File: src/rtl/cardinal_local_port.sv
// Router-side end of the NIC<->router link: one single-entry buffer per VC in each direction.
// The NIC side is served on the VC equal to net_polarity, and the router core on the opposite VC.
module cardinal_local_port #(
    parameter int DATA_W = 64,
    parameter int CNT_W  = 16
) (
    input  logic              clk,
    input  logic              reset,
    output logic              net_polarity,
    input  logic              nic_so,
    output logic              nic_ro,
    input  logic [DATA_W-1:0] nic_do,
    output logic              nic_si,
    input  logic              nic_ri,
    output logic [DATA_W-1:0] nic_di,
    output logic              rtr_so,
    input  logic              rtr_ro,
    output logic [DATA_W-1:0] rtr_do,
    input  logic              rtr_si,
    output logic              rtr_ri,
    input  logic [DATA_W-1:0] rtr_di,
    output logic              vc_err,
    output logic [CNT_W-1:0]  in_cnt,
    output logic [CNT_W-1:0]  out_cnt
);
    localparam int VC_BIT = DATA_W - 1;

    logic              pol;
    logic              p;
    logic              q;
    logic [1:0]        ib_full;
    logic [1:0]        eb_full;
    logic [DATA_W-1:0] ib [2];
    logic [DATA_W-1:0] eb [2];

    logic nic_take;
    logic nic_bad;
    logic rtr_take;
    logic rtr_bad;
    logic in_fire;
    logic out_fire;

    function automatic logic [CNT_W-1:0] cnt_inc(input logic [CNT_W-1:0] c);
        return c + CNT_W'(1);
    endfunction

    assign p            = pol;
    assign q            = ~pol;
    assign net_polarity = pol;

    // Handshake outputs depend only on registered state and the current phase.
    assign nic_ro = ~ib_full[p];
    assign rtr_so = ib_full[q];
    assign rtr_do = ib_full[q] ? ib[q] : '0;
    assign rtr_ri = ~eb_full[q];
    assign nic_si = eb_full[p];
    assign nic_di = eb_full[p] ? eb[p] : '0;

    assign nic_take = nic_so & nic_ro & (nic_do[VC_BIT] == p);
    assign nic_bad  = nic_so & (nic_do[VC_BIT] != p);
    assign rtr_take = rtr_si & rtr_ri & (rtr_di[VC_BIT] == q);
    assign rtr_bad  = rtr_si & (rtr_di[VC_BIT] == p);
    assign in_fire  = rtr_so & rtr_ro;
    assign out_fire = nic_si & nic_ri;

    // Fill and drain of one buffer happen in opposite phases, so the bit updates never collide.
    always_ff @(posedge clk or posedge reset) begin
        if (reset) begin
            pol     <= 1'b0;
            ib_full <= '0;
            eb_full <= '0;
            ib[0]   <= '0;
            ib[1]   <= '0;
            eb[0]   <= '0;
            eb[1]   <= '0;
            vc_err  <= 1'b0;
            in_cnt  <= '0;
            out_cnt <= '0;
        end else begin
            pol <= ~pol;
            if (nic_take) begin
                ib[p]      <= nic_do;
                ib_full[p] <= 1'b1;
            end
            if (in_fire) begin
                ib_full[q] <= 1'b0;
                in_cnt     <= cnt_inc(in_cnt);
            end
            if (rtr_take) begin
                eb[q]      <= rtr_di;
                eb_full[q] <= 1'b1;
            end
            if (out_fire) begin
                eb_full[p] <= 1'b0;
                out_cnt    <= cnt_inc(out_cnt);
            end
            if (nic_bad || rtr_bad)
                vc_err <= 1'b1;
        end
    end
endmodule

File: config.mk
export PLATFORM = sky130hd
export DESIGN_NAME = cardinal_local_port
export DESIGN_NICKNAME = d
export VERILOG_FILES = /design/src/rtl/cardinal_local_port.sv
export SDC_FILE = /design/constraint.sdc
export NUM_CORES = 1
export LEC_CHECK = 0
export ABC_CLOCK_PERIOD_IN_PS = 27100
export CAP_MARGIN = 10
export CELL_PAD_IN_SITES_DETAIL_PLACEMENT = 0
export CELL_PAD_IN_SITES_GLOBAL_PLACEMENT = 1
export CORE_ASPECT_RATIO = 0.6
export CORE_UTILIZATION = 44
export CTS_CLUSTER_SIZE = 25
export DETAILED_ROUTE_END_ITERATION = 8
export GPL_ROUTABILITY_DRIVEN = 0
export GPL_TIMING_DRIVEN = 0
export PLACE_DENSITY = 0.95
export SKIP_CTS_REPAIR_TIMING = 1
export SLEW_MARGIN = 20
export SYNTH_ARGS = -nofsm -noshare
export SYNTH_HDL_FRONTEND = slang
export SYNTH_SLANG_ARGS = --single-unit
File: constraint.sdc
create_clock -name clk -period 27.1 [get_ports clk]
set_input_delay 5.42 -clock clk [delete_from_list [all_inputs] [get_ports clk]]
set_output_delay 5.42 -clock clk [all_outputs]
set_load 0.01 [all_outputs]
==> metrics, run 1 <==
antenna violations before repair 1; total number of vias 8746; met2 usage 0.333; startpoint class of the critical path flip-flop; Fmax 119 MHz; Psw 311 µW; WHS Path Cells 1; WL/cell 18.9 µm; Mapped Cells 973; CP Class reg2out; min-delay src ib[63]; Slew Limit Fails 0; setup TNS 0 ns; Die H 136 µm; GR peak layer met2; Synth area leaders dfrtp_1 56%, mux2_2 17%, mux2i_1 9.9%; I/O Buffers 299; Fin. Hold Viols 0; CTS tree done; Sequential Power Share 0.470; commonest non-fill, non-tap cell in the layout clkdlybuf4s50_1; Vias per Instance 5.08; hpwl dp 24100 µm; min Tclk post-route 8.38 ns; number of synthesized flops with an enable pin 0; worst-case clock buffer depth 3; Worst-Skew Late Latency 0.55 ns; max_cap viols 0; placement-stage cell area 16700 µm²; mapped cell area approximately 13000 µm²; pin count of the biggest net entering global routing between 100 and 150; status finished clean; part of the power in the clock network 0.327; met1 Track Usage GR 0.308; final core utilization 0.607; vias in the first global route 9033; first-pass GRT wire length 51000 µm; part of the Yosys area used for sequential elements 0.559; fin nets 1441; R2R Setup Slk 25.12 ns; clk sinks 294; Min-Delay Path Class reg2reg; Int Pwr 887 µW; clock-pin slew on the worst setup and hold paths 0.06 ns; remaining antenna violation count 0; Sw Ratio 0.260; period utilization 0.309; Global Route Usage Sum 0.213; CP max FO 10; CTS Buf Count 29; met3 Use GR 0.0426; CP required 21.68 ns; leakage between 0.008 and 0.009 µW; CTS root buffer clkbuf_16; syn_area_per_cell 13.5 µm²; Die Width 225 µm; Total Wirelength 32600 µm; Synth top area share 0.559; core box area 29100 µm²; post-synthesis cell type count 35; Most used DFF post-synth dfrtp_1; Max VDD drop 0.0472 mV; largest area contributor in the netlist dfrtp_1; hold endpoint ib[63]; Rel. slew slack 0.564; CP arrival 2.96 ns; Comb pwr share 0.203; Mapped Nets about 1100; RSZ-0062 raised after global routing false; # rows 48; Iter 0 DRT Violations 304; I/O pin count 300; TritonRoute pass-1 iters 4; commonest non-fill, non-tap cells in the layout 299 x clkdlybuf4s50_1, 294 x dfrtp_1, 197 x mux2_2; Syn. warnings 0; CTS H-Tree Depth 1; Remaining Overflow, GRT 0; final setup vio count 0; final instance area 17600 µm²; initial core utilization 0.453; drt drc 0; P per Cell Area 67.9 nW/µm²; Setup Skew 0.00907 ns; share of post-route cells with drive strength above 1 0.233; FF-to-FF path depth 5; R2R Path End eb[41]; area grow syn2layout 33.9%; DIE AREA 30700 µm²; origin of the critical flop-to-flop path net_polarity; Crit. End Element primary output; Async SR Flop Fraction 1.00; Worst-Margin Slew about 0.65 ns; Synth Register Bits 294
power groups by stage:
stage | Clock [µW] | Sequential, µW | Combinational [µW]
finish | 392 | 563 | 243
global route | 421 | 573 | 263
CTS | 403 | 563 | 247
detailed placement | 0 | 570 | 245
global placement | 0 | 565 | 237
floorplan | 0 | 560 | 133
stage by stage:
step                      power [µW]  worst slack, ns  cells  hold slack [ns]
after floorplan                  693            13.56    973            0.434
after global placement           802            10.14   1672            0.450
after detailed placement         815            19.25   1674            0.452
after CTS                       1210            18.64   1721            0.471
after global routing            1260            18.52   1722            0.494
final                           1200            18.72   1722            0.471
layer usage:
| layer | share of wire | up-vias |
|---|---|---|
| li1 | - | 4047 |
| met5 | 0 | - |
| met1 | 0.48 | 4487 |
| met4 | 0.017 | 0 |
| met2 | 0.46 | 173 |
| met3 | 0.045 | 39 |
worst max-delay path: stages (launching register included):
cell and delay (ns):
dfrtp_1 0.35, buf_4 0.19, mux2i_4 0.31, buf_2 0.35
buf_1 0.54, nor2_1 0.11, clkdlybuf4s50_1 0.55
state kept, by name (all words and copies together), names as in the netlist:
register / cells
eb_full: 2
in_cnt: 16
ib: 128
ib_full: 2
net_polarity: 1
eb: 128
vc_err: 1
out_cnt: 16
cells in the mapped netlist (3+ instances only):
master,count
inv_1,3
a21o_1,3
mux2_2,197
nand2_1,15
and4_1,4
inv_2,3
buf_6,10
nand4_1,10
nand3_1,9
buf_4,19
buf_1,5
nor2_1,130
and2_1,3
and3_1,5
xnor2_1,24
dfrtp_1,294
mux2_1,57
buf_2,25
mux2i_1,130
xor2_1,6
worst max-delay path by stage:
stage	startpoint	to	slack, ns	cells after the start
3_5_place_dp	net_polarity	nic_di[60]	19.25	6
6_report	net_polarity	nic_di[60]	18.72	6
5_1_grt	net_polarity	nic_di[59]	18.52	6
4_1_cts	net_polarity	nic_di[60]	18.64	6
3_3_place_gp	reset	eb[68]	10.14	2
2_1_floorplan	reset	eb[0]	13.56	1
logic make-up (layout without fill, tap and decap cells):
group           Yosys count  in the layout  synth area share
xor+xnor                 30             30            0.0199
flops                   294            294             0.559
compound gates            6              6           0.00323
mux                     386            386             0.319
fa+ha+maj                 2              2           0.00190
other cells               0              1                 0
simple gates            190            190            0.0656
buf+inv                  65            413            0.0320
final cells by class:
type / count / area (µm²)
repair buffers: 301 / 3050
fillers: 2277 / 11400
flip-flops and latches: 294 / 7360
inverters: 6 / 30.0
diodes: 1 / 2.50
well taps: 400 / 500
clock buffers: 41 / 851
clock inverters: 6 / 61.3
plain buffers: 59 / 399
multi-input cells: 614 / 5390
Power figures use the tool's default switching activity.
==> run 2, diff against run 1 <==
Settings changed: ABC_CLOCK_PERIOD_IN_PS 27100 to 7400, CORE_UTILIZATION 44 to 37, PLACE_DENSITY 0.95 to 0.89.
Clock period 27.1 ns to 7.4 ns, I/O delays scaled along.
==> run 2 against run 1 <==
Against the previous run: the run now ends with design-rule violations left; design area up 2.4%; worst hold slack barely moved; non-clock buffer count grew 9; power increased to 3.8 times the previous value; sequential share of layout area decreased by 0.99 points; clock skew up 0.00064 ns; worst setup slack lost 16 ns; register-to-register slack lost 20 ns; flip-flop and latch count unchanged; clock-buffer cell count up 8; sequential power increased to 3.7 times the previous value; routed wire length rose by 4.6%; largest cell class unchanged; highest routed layer unchanged.
==> metrics, run 2 (synthesis gave the netlist of run 1 again) <==
status complete, but fails checks; failing checks design-rule violations; CP max FO 10 (unchanged); Post-Place Cells 1750 (+4.5%); # rows 53 (+10%); CTS root buffer clkbuf_16; P per Cell Area 253 nW/µm² (+270%); CTS Buf Count 31 (+6.9%); WL/cell 18.9 µm (-0.25%); CP Class reg2out; vias in the first global route 9406 (+4.1%); RSZ-0062 raised after global routing false; placement-stage cell area 17000 µm² (+1.6%); clock-pin slew on the worst setup and hold paths 0.06 ns (about the same); pin count of the biggest net entering global routing 35 (-67%); Psw 1160 µW (+270%); min Tclk post-route 4.42 ns; Vias per Instance 4.89 (-3.8%); commonest non-fill, non-tap cell in the layout clkdlybuf4s50_1; DIE AREA 36400 µm² (+19%); commonest non-fill, non-tap cells in the layout 299 x clkdlybuf4s50_1, 294 x dfrtp_1, 197 x mux2_2; Iter 0 DRT Violations 392 (+29%); FILL cells 3030 (+33%); max_cap viols 0 (unchanged); Comb pwr share 0.196 (-0.007); Min-Delay Path Class reg2reg; number of diodes 0 (-1); antenna violations before repair 1 (unchanged); Fin. Hold Viols 0 (unchanged); CTS tree done; part of the power in the clock network 0.354 (+0.027); initial core utilization 0.376 (-0.0769); Die Width 246 µm (+9.0%); TritonRoute pass-1 iters 8 (+4); core box area 35000 µm² (+20%); total design power 4580 µW (+280%); Die H 148 µm (+8.9%); area grow syn2layout 37.2%; Fmax 226 MHz; top flop regs eb: 128 flops, ib: 128 flops; Int Pwr 3410 µW (+280%); remaining antenna violation count 0 (unchanged); I/O pin count 300 (unchanged); Worst-Skew Late Latency 0.56 ns (about the same); Global Route Usage Sum 0.189 (-0.0240); worst-case clock buffer depth 3 (unchanged); Rel. slew slack 0.529 (-0.0358); I/O Buffers 299 (unchanged); setup TNS 0 ns (unchanged); period utilization 0.597; Total Wirelength 34100 µm (+4.6%); share of post-route cells with drive strength above 1 0.241 (+0.00807); drt drc 2 (+2); startpoint class of the critical path flip-flop; Remaining Overflow, GRT 0 (unchanged); CP arrival 2.94 ns (-0.02 ns); Setup Skew 0.00971 ns (+0.000642 ns); Non-Filler Instances 1806 (+4.9%); CP required 5.92 ns (-15.76 ns); Max VDD drop 0.194 mV (+310%); hpwl dp 25600 µm (+6.3%); CTS H-Tree Depth 1 (unchanged); leakage 0.00834 µW (+2.0%); first-pass GRT wire length 53600 µm (+5.2%); Slew Limit Fails 0 (unchanged); fin nets 1452 (+0.76%); Sw Ratio 0.254 (-0.00590); Sequential Power Share 0.450 (-0.020); final instance area 18100 µm² (+2.4%); final core utilization 0.516 (-0.0908); Crit. End Element primary output; final setup vio count 0 (unchanged); total number of vias 8824 (+0.89%); Worst-Margin Slew 0.707 ns (+0.0537 ns); clk sinks 294 (unchanged)
==> run 2: path summary, 6_finish.rpt <==
check | slack (ns) | to | from | cells past startpoint
max in group asynchronous | 4.57 | ib[119] | reset | 8
min | 0.47 | ib[63] | ib[63] | 1
max reg2reg | 5.39 | eb[14] | net_polarity | 5
max | 2.98 | nic_di[61] | net_polarity | 6
min reg2reg | 0.47 | ib[63] | ib[63] | 1
min in group asynchronous | 1.30 | in_cnt[14] | reset | 2
==> run 2: power by group through the flow <==
stage	sequential (µW)	combinational [µW]	clock (µW)
floorplan	2050	486	0
global route	2100	980	1740
global placement	2070	869	0
CTS	2060	915	1660
detailed placement	2090	910	0
finish	2060	899	1620
==> run 2: area by class of cell <==
type | count | area, µm² | share of cell area
plain buffers | 59 | 399 | 0.0221
clock buffers | 49 | 953 | 0.0528
clock inverters | 7 | 114 | 0.00630
inverters | 6 | 26.3 | 0.00145
multi-input cells | 614 | 5390 | 0.298
flip-flops and latches | 294 | 7360 | 0.407
well taps | 467 | 584 | 0.0323
repair buffers | 310 | 3240 | 0.179
==> run 2: metal layers <==
layer  share of wire  global-route usage  up-vias  wire length (µm)
met4           0.020              0.0416        0               687
met3           0.039              0.0328       40              1340
met5               0                   0        -                 0
met1            0.47               0.271     4557             16100
met2            0.47               0.298      165             16000
li1                -                   -     4062                 -
==> run 2: metrics by stage <==
stage,hold slack (ns),worst slack [ns]
detailed placement,0.457,3.47
global route,0.497,2.80
finish,0.471,2.98
CTS,0.475,2.87
floorplan,0.434,2.02
global placement,0.448,0.00930
==> run 2: critical path: stages, from the launching register on <==
cell	delay (ns)
dfrtp_1	0.34
buf_4	0.17
mux2i_4	0.33
buf_2	0.30
buf_1	0.58
nor2_1	0.12
clkdlybuf4s50_1	0.55
==> run 3, diff against run 2 <==
Settings changed: ABC_CLOCK_PERIOD_IN_PS 7400 to 3700.
Clock period 7.4 ns to 3.7 ns, I/O delays scaled along.
==> run 3 against run 2 <==
Against the previous run: sequential share of layout area barely moved; the run still ends with design-rule violations left; clock-buffer cell count unchanged; critical path depth did not move; combinational power grew 100%; highest routed layer unchanged; core utilization about the same; largest power group unchanged; register-to-register slack got worse by 3.7 ns; clock skew up 0.0017 ns; power up 100%; global-route usage stayed put.
==> metrics, run 3 (synthesis gave the netlist of run 1 again) <==
commonest non-fill, non-tap cell in the layout clkdlybuf4s50_1; Slew Limit Fails 0 (unchanged); R2R Setup Slk 1.68 ns (-3.71 ns); clk sinks 294 (unchanged); Crit. End Element primary output; Fin. Hold Viols 0 (unchanged); share of post-route cells with drive strength above 1 0.244 (+0.00242); Total Wirelength 33900 µm (-0.41%); Fmax 284 MHz; area grow syn2layout 37.3% (about the same); startpoint class of the critical path flip-flop; vias in the first global route 9406 (unchanged); I/O pin count 300 (unchanged); failing checks design-rule violations; final setup vio count 0 (unchanged); Remaining Overflow, GRT 0 (unchanged); Global Route Usage Sum 0.189 (unchanged); Setup Skew 0.0114 ns (+0.00166 ns); pin count of the biggest net entering global routing 35 (unchanged); top sig layer met4; number of diodes 0 (unchanged); drt drc 2 (unchanged); Rel. slew slack 0.665 (+0.136); CTS tree done; commonest non-fill, non-tap cells in the layout 299 x clkdlybuf4s50_1, 294 x dfrtp_1, 197 x mux2_2; top flop regs eb: 128 flops, ib: 128 flops; final worst slack 0.175 ns (-2.80 ns); CTS Buf Count 31 (unchanged); CP startpoint net_polarity; CP arrival 2.78 ns (-0.16 ns); first-pass GRT wire length 53600 µm (unchanged); setup TNS 0 ns (unchanged); worst-case clock buffer depth 3 (unchanged); status complete, but fails checks; total length of routed met2 wires 15900 µm (-0.36%); min Tclk post-route roughly 3.5 ns; FF-to-FF path depth 5 (unchanged); period utilization 0.953; FILL cells 3025 (-0.17%); CP max FO 10 (unchanged); WHS Path Cells 1 (unchanged); Worst-Margin Slew 0.503 ns (-0.204 ns); origin of the critical flop-to-flop path net_polarity; leakage 0.00835 µW (+0.15%); initial core utilization 0.376 (unchanged); Hold WS 0.472 ns (+0.000536 ns); Die Width 246 µm (unchanged); TritonRoute pass-1 iters 6 (-2); antenna violations before repair 1 (unchanged); clock-pin slew on the worst setup and hold paths 0.06 ns (about the same); Worst-Skew Late Latency 0.55 ns (about the same); Min-Delay Path Class reg2reg; remaining antenna violation count 0 (unchanged); R2R Path End eb[14]; fin nets 1451 (-0.069%); core box area 35000 µm² (unchanged); CTS H-Tree Depth 1 (unchanged); DIE AREA 36400 µm² (unchanged); total number of vias 8832 (+0.091%); CTS root buffer clkbuf_16; P per Cell Area 506 nW/µm² (+100%); CP Class reg2out; Max VDD drop 0.387 mV (+100%); max_cap viols 0 (unchanged); WL/cell 18.8 µm (-0.36%); Die H 148 µm (unchanged); dpl ws 0.510 ns (-2.96 ns); hpwl dp 25600 µm (unchanged); hold endpoint ib[63]; M1 WL 16100 µm (+0.27%); I/O Buffers 299 (unchanged); CP required 2.96 ns (-2.96 ns); # rows 53 (unchanged); met3 wire length 1210 µm (-9.3%); Iter 0 DRT Violations 385 (-1.8%); min-delay src ib[63]; RSZ-0062 raised after global routing false; Vias per Instance 4.89 (+0.15%)
## run 3: changes by cell type in the layout (fill, tap and decap cells not counted), sizes merged
cell    delta
buf        -6
clkbuf     +5
## run 3: critical path, cell delays in order, from the launching register on
cell and delay [ns]:
dfrtp_1 0.34, buf_4 0.18, mux2i_4 0.40, buf_2 0.34
buf_2 0.34, nor2_1 0.12, clkdlybuf4s50_1 0.50
## run 3: how the worst max path moves through the flow
stage / end / slack (ns) / depth (start not counted)
detailed placement: rtr_do[44] / 0.51 / 6
floorplan: eb[0] / -0.94 / 1
CTS: rtr_do[44] / -0.09 / 6
global placement: eb[26] / -2.95 / 2
global route: nic_di[25] / 0.01 / 6
finish: rtr_do[53] / 0.18 / 6
## run 3: through the flow
step	cell area, µm²	power, µW	instances	util
detailed placement	17000	5990	1750	0.486
CTS	18100	9270	1806	0.516
finish	18100	9150	1805	0.516
global route	18100	9630	1805	0.516
global placement	16800	5880	1739	0.478
floorplan	13200	5080	973	-
## run 3: routing by layer
layer | track usage | vias up
li1 | - | 4061
met1 | 0.271 | 4565
met2 | 0.298 | 165
met3 | 0.0328 | 41
met4 | 0.0416 | 0
met5 | 0 | -
## run 3: power breakdown
| part | switching (µW) | internal [µW] |
|---|---|---|
| combinational | 719 | 1080 |
| sequential | 329 | 3790 |
| clock | 1270 | 1960 |
## run 3: cell type report
type	count	area (µm²)	share of cell area
clock buffer	49	953	0.0527
timing repair buffer	310	3240	0.179
tap	467	584	0.0323
clock inverter	7	114	0.00630
multi-input combinational	614	5400	0.299
buffer	58	402	0.0222
inverter	6	26.3	0.00145
sequential	294	7360	0.407
